### src/rtl/multicycle_controller_pkg.sv
// Shared encodings for the multicycle RV32I control path: FSM states, opcodes,
// ALU operation classes and datapath mux selects.
package multicycle_controller_pkg;

    typedef enum logic [3:0] {
        S_FETCH    = 4'd0,
        S_DECODE   = 4'd1,
        S_MEMADR   = 4'd2,
        S_MEMREAD  = 4'd3,
        S_MEMWB    = 4'd4,
        S_MEMWRITE = 4'd5,
        S_EXECR    = 4'd6,
        S_EXECI    = 4'd7,
        S_ALUWB    = 4'd8,
        S_BEQ      = 4'd9,
        S_JAL      = 4'd10
    } state_e;

    localparam logic [6:0] OP_LOAD   = 7'b0000011;
    localparam logic [6:0] OP_STORE  = 7'b0100011;
    localparam logic [6:0] OP_RTYPE  = 7'b0110011;
    localparam logic [6:0] OP_ITYPE  = 7'b0010011;
    localparam logic [6:0] OP_BRANCH = 7'b1100011;
    localparam logic [6:0] OP_JAL    = 7'b1101111;

    localparam logic [1:0] ALU_OP_ADD   = 2'b00;
    localparam logic [1:0] ALU_OP_SUB   = 2'b01;
    localparam logic [1:0] ALU_OP_FUNCT = 2'b10;

    localparam logic [1:0] SRC_A_PC    = 2'b00;
    localparam logic [1:0] SRC_A_OLDPC = 2'b01;
    localparam logic [1:0] SRC_A_RS1   = 2'b10;

    localparam logic [1:0] SRC_B_RS2  = 2'b00;
    localparam logic [1:0] SRC_B_IMM  = 2'b01;
    localparam logic [1:0] SRC_B_FOUR = 2'b10;

    localparam logic [1:0] RES_ALUOUT = 2'b00;
    localparam logic [1:0] RES_DATA   = 2'b01;
    localparam logic [1:0] RES_ALU    = 2'b10;

    localparam logic [1:0] IMM_I = 2'b00;
    localparam logic [1:0] IMM_S = 2'b01;
    localparam logic [1:0] IMM_B = 2'b10;
    localparam logic [1:0] IMM_J = 2'b11;

    // alu_decoder registers its control, so the operation is chosen by the state being entered.
    function automatic logic [1:0] alu_op_for(input state_e s);
        case (s)
            S_EXECR, S_EXECI: alu_op_for = ALU_OP_FUNCT;
            S_BEQ:            alu_op_for = ALU_OP_SUB;
            default:          alu_op_for = ALU_OP_ADD;
        endcase
    endfunction

endpackage

### src/rtl/multicycle_controller_imm_src_decoder.sv
// Immediate format select, decoded combinationally from the opcode in IR.
module imm_src_decoder
    import multicycle_controller_pkg::*;
(
    input  logic [6:0] op,
    output logic [1:0] imm_src
);

    always_comb begin
        imm_src = IMM_I;
        case (op)
            OP_STORE:  imm_src = IMM_S;
            OP_BRANCH: imm_src = IMM_B;
            OP_JAL:    imm_src = IMM_J;
            default:   imm_src = IMM_I;
        endcase
    end

endmodule

### src/rtl/multicycle_controller.sv
// Main control FSM of the multicycle RV32I core: sequences fetch, decode, execute,
// memory and writeback over the shared ALU and unified memory.
module multicycle_controller
    import multicycle_controller_pkg::*;
#(
    parameter int MEM_WAIT_EN = 1,
    parameter int STATE_W     = 4
) (
    input  logic               clk,
    input  logic               reset,
    input  logic [6:0]         op,
    input  logic               zero,
    input  logic               mem_ready,
    output logic               mem_req,
    output logic               mem_write,
    output logic               adr_src,
    output logic               ir_write,
    output logic               pc_write,
    output logic               reg_write,
    output logic [1:0]         alu_src_a,
    output logic [1:0]         alu_src_b,
    output logic [1:0]         result_src,
    output logic [1:0]         imm_src,
    output logic [1:0]         alu_op,
    output logic               illegal_op,
    output logic [STATE_W-1:0] state_dbg
);

    state_e     state_q;
    state_e     state_d;
    logic       ready;
    logic       mem_req_c;
    logic       mem_write_c;
    logic       adr_src_c;
    logic       ir_write_c;
    logic       pc_update_c;
    logic       branch_c;
    logic       reg_write_c;
    logic       illegal_c;
    logic [1:0] src_a_c;
    logic [1:0] src_b_c;
    logic [1:0] result_c;

    assign ready = (MEM_WAIT_EN != 0) ? mem_ready : 1'b1;

    always_ff @(posedge clk or posedge reset) begin
        if (reset) begin
            state_q <= S_FETCH;
        end else begin
            state_q <= state_d;
        end
    end

    always_comb begin
        state_d     = S_FETCH;
        mem_req_c   = 1'b0;
        mem_write_c = 1'b0;
        adr_src_c   = 1'b0;
        ir_write_c  = 1'b0;
        pc_update_c = 1'b0;
        branch_c    = 1'b0;
        reg_write_c = 1'b0;
        illegal_c   = 1'b0;
        src_a_c     = SRC_A_PC;
        src_b_c     = SRC_B_RS2;
        result_c    = RES_ALUOUT;
        case (state_q)
            S_FETCH: begin
                mem_req_c = 1'b1;
                src_b_c   = SRC_B_FOUR;
                result_c  = RES_ALU;
                if (ready) begin
                    ir_write_c  = 1'b1;
                    pc_update_c = 1'b1;
                    state_d     = S_DECODE;
                end else begin
                    state_d = S_FETCH;
                end
            end
            S_DECODE: begin
                // Branch target is computed here so BEQ can take it from ALUOut.
                src_a_c = SRC_A_OLDPC;
                src_b_c = SRC_B_IMM;
                case (op)
                    OP_LOAD, OP_STORE: state_d = S_MEMADR;
                    OP_RTYPE:          state_d = S_EXECR;
                    OP_ITYPE:          state_d = S_EXECI;
                    OP_BRANCH:         state_d = S_BEQ;
                    OP_JAL:            state_d = S_JAL;
                    default: begin
                        illegal_c = 1'b1;
                        state_d   = S_FETCH;
                    end
                endcase
            end
            S_MEMADR: begin
                src_a_c = SRC_A_RS1;
                src_b_c = SRC_B_IMM;
                state_d = op[5] ? S_MEMWRITE : S_MEMREAD;
            end
            S_MEMREAD: begin
                mem_req_c = 1'b1;
                adr_src_c = 1'b1;
                state_d   = ready ? S_MEMWB : S_MEMREAD;
            end
            S_MEMWB: begin
                result_c    = RES_DATA;
                reg_write_c = 1'b1;
                state_d     = S_FETCH;
            end
            S_MEMWRITE: begin
                mem_req_c   = 1'b1;
                mem_write_c = 1'b1;
                adr_src_c   = 1'b1;
                state_d     = ready ? S_FETCH : S_MEMWRITE;
            end
            S_EXECR: begin
                src_a_c = SRC_A_RS1;
                src_b_c = SRC_B_RS2;
                state_d = S_ALUWB;
            end
            S_EXECI: begin
                src_a_c = SRC_A_RS1;
                src_b_c = SRC_B_IMM;
                state_d = S_ALUWB;
            end
            S_ALUWB: begin
                result_c    = RES_ALUOUT;
                reg_write_c = 1'b1;
                state_d     = S_FETCH;
            end
            S_BEQ: begin
                src_a_c  = SRC_A_RS1;
                src_b_c  = SRC_B_RS2;
                result_c = RES_ALUOUT;
                branch_c = 1'b1;
                state_d  = S_FETCH;
            end
            S_JAL: begin
                // PC takes the target from ALUOut while the ALU forms OldPC+4 for rd.
                src_a_c     = SRC_A_OLDPC;
                src_b_c     = SRC_B_FOUR;
                result_c    = RES_ALUOUT;
                pc_update_c = 1'b1;
                state_d     = S_ALUWB;
            end
            default: begin
                state_d = S_FETCH;
            end
        endcase
    end

    // Enables are masked during reset since the async reset parks the FSM in FETCH.
    assign mem_req    = mem_req_c & ~reset;
    assign mem_write  = mem_write_c & ~reset;
    assign adr_src    = adr_src_c;
    assign ir_write   = ir_write_c & ~reset;
    assign pc_write   = (pc_update_c | (branch_c & zero)) & ~reset;
    assign reg_write  = reg_write_c & ~reset;
    assign illegal_op = illegal_c & ~reset;
    assign alu_src_a  = src_a_c;
    assign alu_src_b  = src_b_c;
    assign result_src = result_c;
    assign alu_op     = reset ? ALU_OP_ADD : alu_op_for(state_d);
    assign state_dbg  = STATE_W'(state_q);

    imm_src_decoder u_imm_src_decoder (
        .op      (op),
        .imm_src (imm_src)
    );

endmodule

### config.mk
export PLATFORM = sky130hd
export DESIGN_NAME = multicycle_controller
export DESIGN_NICKNAME = d
export VERILOG_FILES = /design/src/rtl/multicycle_controller_pkg.sv /design/src/rtl/multicycle_controller_imm_src_decoder.sv /design/src/rtl/multicycle_controller.sv
export SDC_FILE = /design/constraint.sdc
export NUM_CORES = 1
export LEC_CHECK = 0
export ABC_CLOCK_PERIOD_IN_PS = 3000
export CAP_MARGIN = 20
export CORE_MARGIN = 8
export CORE_UTILIZATION = 37
export DETAILED_ROUTE_END_ITERATION = 16
export MAX_ROUTING_LAYER = met4
export PLACE_DENSITY_LB_ADDON = 0.15
export REMOVE_ABC_BUFFERS = 1
export SLEW_MARGIN = 5
export SYNTH_ARGS = -nofsm -noshare
export SYNTH_HDL_FRONTEND = slang
export SYNTH_HIERARCHICAL = 1
export SYNTH_SLANG_ARGS = --single-unit
### constraint.sdc
create_clock -name clk -period 3 [get_ports clk]
set_input_delay 0.75 -clock clk [delete_from_list [all_inputs] [get_ports clk]]
set_output_delay 0.75 -clock clk [all_outputs]
set_load 0.01 [all_outputs]
==> impl_results.md <==
* Final wirelength at 2005 um
* Reg2reg setup slack at 1320 ps
* Detailed-route DRC error count at 0
* Pwr/cell area at 244.5 nW/um2
* Antenna violations before repair at 0
* Worst hold-check path type: register to register
* Clock sink count at 4
* Total CTS buffers at 3
* Vias in the first global route at 719
* Element type at the critical path start: input port
* IO Count at 32
* Largest net degree at the start of global routing at 19
* Count of pins over their slew limit at 0
* Skew final at 5.091 ps
* Total track usage at 13.71%
* First-pass GRT wire length at 3153 um
* Relative slew slack at 75.19%
* Nets at 134
* Commonest cells after routing, fill and taps aside: clkdlybuf4s50_1, buf_4
* Critical Path RT at 2250 ps
* Yosys cell types at 35
* Worst-path fanout max at 2
* Die H at 54.92 um
* Filler cells at 127
* Reg-to-reg critical path startpoint: state_dbg[1]
* Overall power at 260.9 uW
* Drt first pass iters at 4
* Max Freq at 340.3 MHz
* Gpl congestion at 0.7932
* Top cell type's share of synthesized area at 17.86%
* Commonest non-fill, non-tap cell in the layout: clkdlybuf4s50_1
* Reg clk slew, reported paths at 40 ps
* Dpl hpwl at 1465 um
* Insertion delay to the later sink of the worst-skew pair at 240 ps
* CTS tree: done
* Setup-failing EPs final at 0
* Core region area at 1471 um2
* Routed Antenna Nets at 0
* Fin cells at 137
* Area Growth Syn to Fin at 90.40%
* Ant diodes at 0
* HP Start: state_dbg[2]
* Setup bufs post-CTS at 0
* Ranking of synthesized cells by area: dfrtp_1, xnor2_1, and3_1, nor2b_1, nor3_1
* Seq/Total Area, Yosys at 17.86%
* Max H-tree Level at 1
* Worst vdd ir at 0.1791 mV
* Die Wd at 54.92 um
* Max Cap Viol at 0
* Layout cells sized above 1 at 26.45%
* Element type at the critical path end: primary output
* Unrepaired setup endpoints after global routing: false
* CTS root buffer: clkbuf_4
* Cell Area, Synth at 560.5 um2
* Status: finished, final reports clean
* Max FFs per register at 4
* Placed Instances at 134
* Yosys reg bits at 4
* Leakage at 0.5000 nW
* Initial Utilization at 38.10%
* Syn. warnings at 6
* Drt initial violations at 13
* Avg Cell Area, Syn at 7.575 um2
* CTS Buffer Depth at 2
* Worst-case hold path end point: state_dbg[1]
* GR Overflow Total at 0
* Via count at 759
* Hold Crit Depth at 2
* Worst Reg-to-Reg Cells at 3
* Cell taking the most area after synthesis: dfrtp_1
* Final Hold Fails at 0
* Die Area at 3016 um2
* Slew of the pin with the lowest slew margin at 369.9 ps
* Routed len/inst at 14.64 um
* PortBufs at 31
* Row Count at 14
* Min Tclk post-route at 2939 ps
* Vias/cell at 5.540
* Final Cycle Share at 97.96%
* Syn Inst Count at 74
* Arr. time, crit path at 2190 ps
* WS Path Type: input port to primary output
* FF-to-FF End: state_dbg[0]
-- what timing repair did --
item	CTS	global route
gates cloned	0	0
hold buffers	0	0
resized for setup	19	9
endpoints found under the hold margin	0	0
pin swaps	1	2
endpoints found under the setup margin	6	5
-- synthesized netlist by cell type --
library cell and n:
nor3_1 5, and3_1 4, dfrtp_1 4, nand2_1 4, nor2b_1 4, xnor2_1 4
clkbuf_1 3, inv_1 3, nand2b_1 3, nor2_1 3, nor3b_1 3, nor4_1 3
mux2i_1 2, nand3_1 2, nand3b_1 2, o21a_1 2, o21ai_0 2, o22ai_1 2
or3_1 2, xor2_1 2, a211oi_1 1, a21boi_1 1, a21oi_1 1, a32oi_1 1
and4b_1 1, buf_1 1, buf_6 1, mux2_2 1, nor4b_1 1, o21bai_1 1
o31a_1 1, o32ai_1 1, o41ai_1 1, or4_1 1, or4b_4 1
-- cell type report --
| class | instances | area (um2) | area share, % |
|---|---|---|---|
| multi-input combinational | 62 | 471.7 | 44.20 |
| timing repair buffer | 49 | 441.7 | 41.38 |
| sequential | 4 | 100.1 | 9.379 |
| clock buffer | 3 | 22.52 | 2.110 |
| tap | 16 | 20.02 | 1.876 |
| inverter | 3 | 11.26 | 1.055 |
-- kinds of logic after synthesis --
family / count (synthesis) / synth area share [%]
buf+inv: 8 / 6.695
compound gates: 14 / 17.86
mux: 3 / 5.580
simple gates: 39 / 42.63
flops: 4 / 17.86
xor+xnor: 6 / 9.375
-- power by group --
part / switching, mW / internal (mW)
logic: 0.0607 / 0.0750
registers: 0.00108 / 0.0565
clock network: 0.0227 / 0.0448
total: 0.0846 / 0.176
-- routing by layer --
metal / global-route usage, % / up-vias / share of wire (%)
li1: - / 372 / -
met1: 16.05 / 352 / 41
met2: 24.72 / 35 / 52
met3: 1.604 / 0 / 6.5
met4: 2.400 / 0 / 0
met5: - / - / 0
-- through the flow --
stage | area, um2 | TNS (ps) | hold WS, ps | utilization [%] | setup WS [ps]
after floorplan | 534.3 | 0 | 531.7 | - | 256.5
after global placement | 999.7 | -1354 | 694.1 | 67.94 | -386.1
after detailed placement | 999.7 | -1429 | 699.6 | 67.94 | -417.6
after CTS | 1049 | 0 | 702.9 | 71.26 | 40.03
after global routing | 1067 | 0 | 732.8 | 72.53 | 4.618
final | 1067 | 0 | 703.9 | 72.53 | 61.30
-- worst max path at each step --
stage                       startpoint         end  slack [ps]
after detailed placement         op[3]   alu_op[1]        -420
after global routing             op[4]  illegal_op           5
final                            op[4]  illegal_op          60
after floorplan           state_dbg[1]   alu_op[0]         260
after CTS                        op[2]   alu_op[1]          40
after global placement           op[4]   alu_op[0]        -390
-- worst max-delay path, stage by stage --
cell and delay (ps):
clkdlybuf4s50_1 420, nand3b_1 180, or3_1 400, nor4b_1 160, dlygate4sd2_1 280
(Power assumes the default switching activity.)
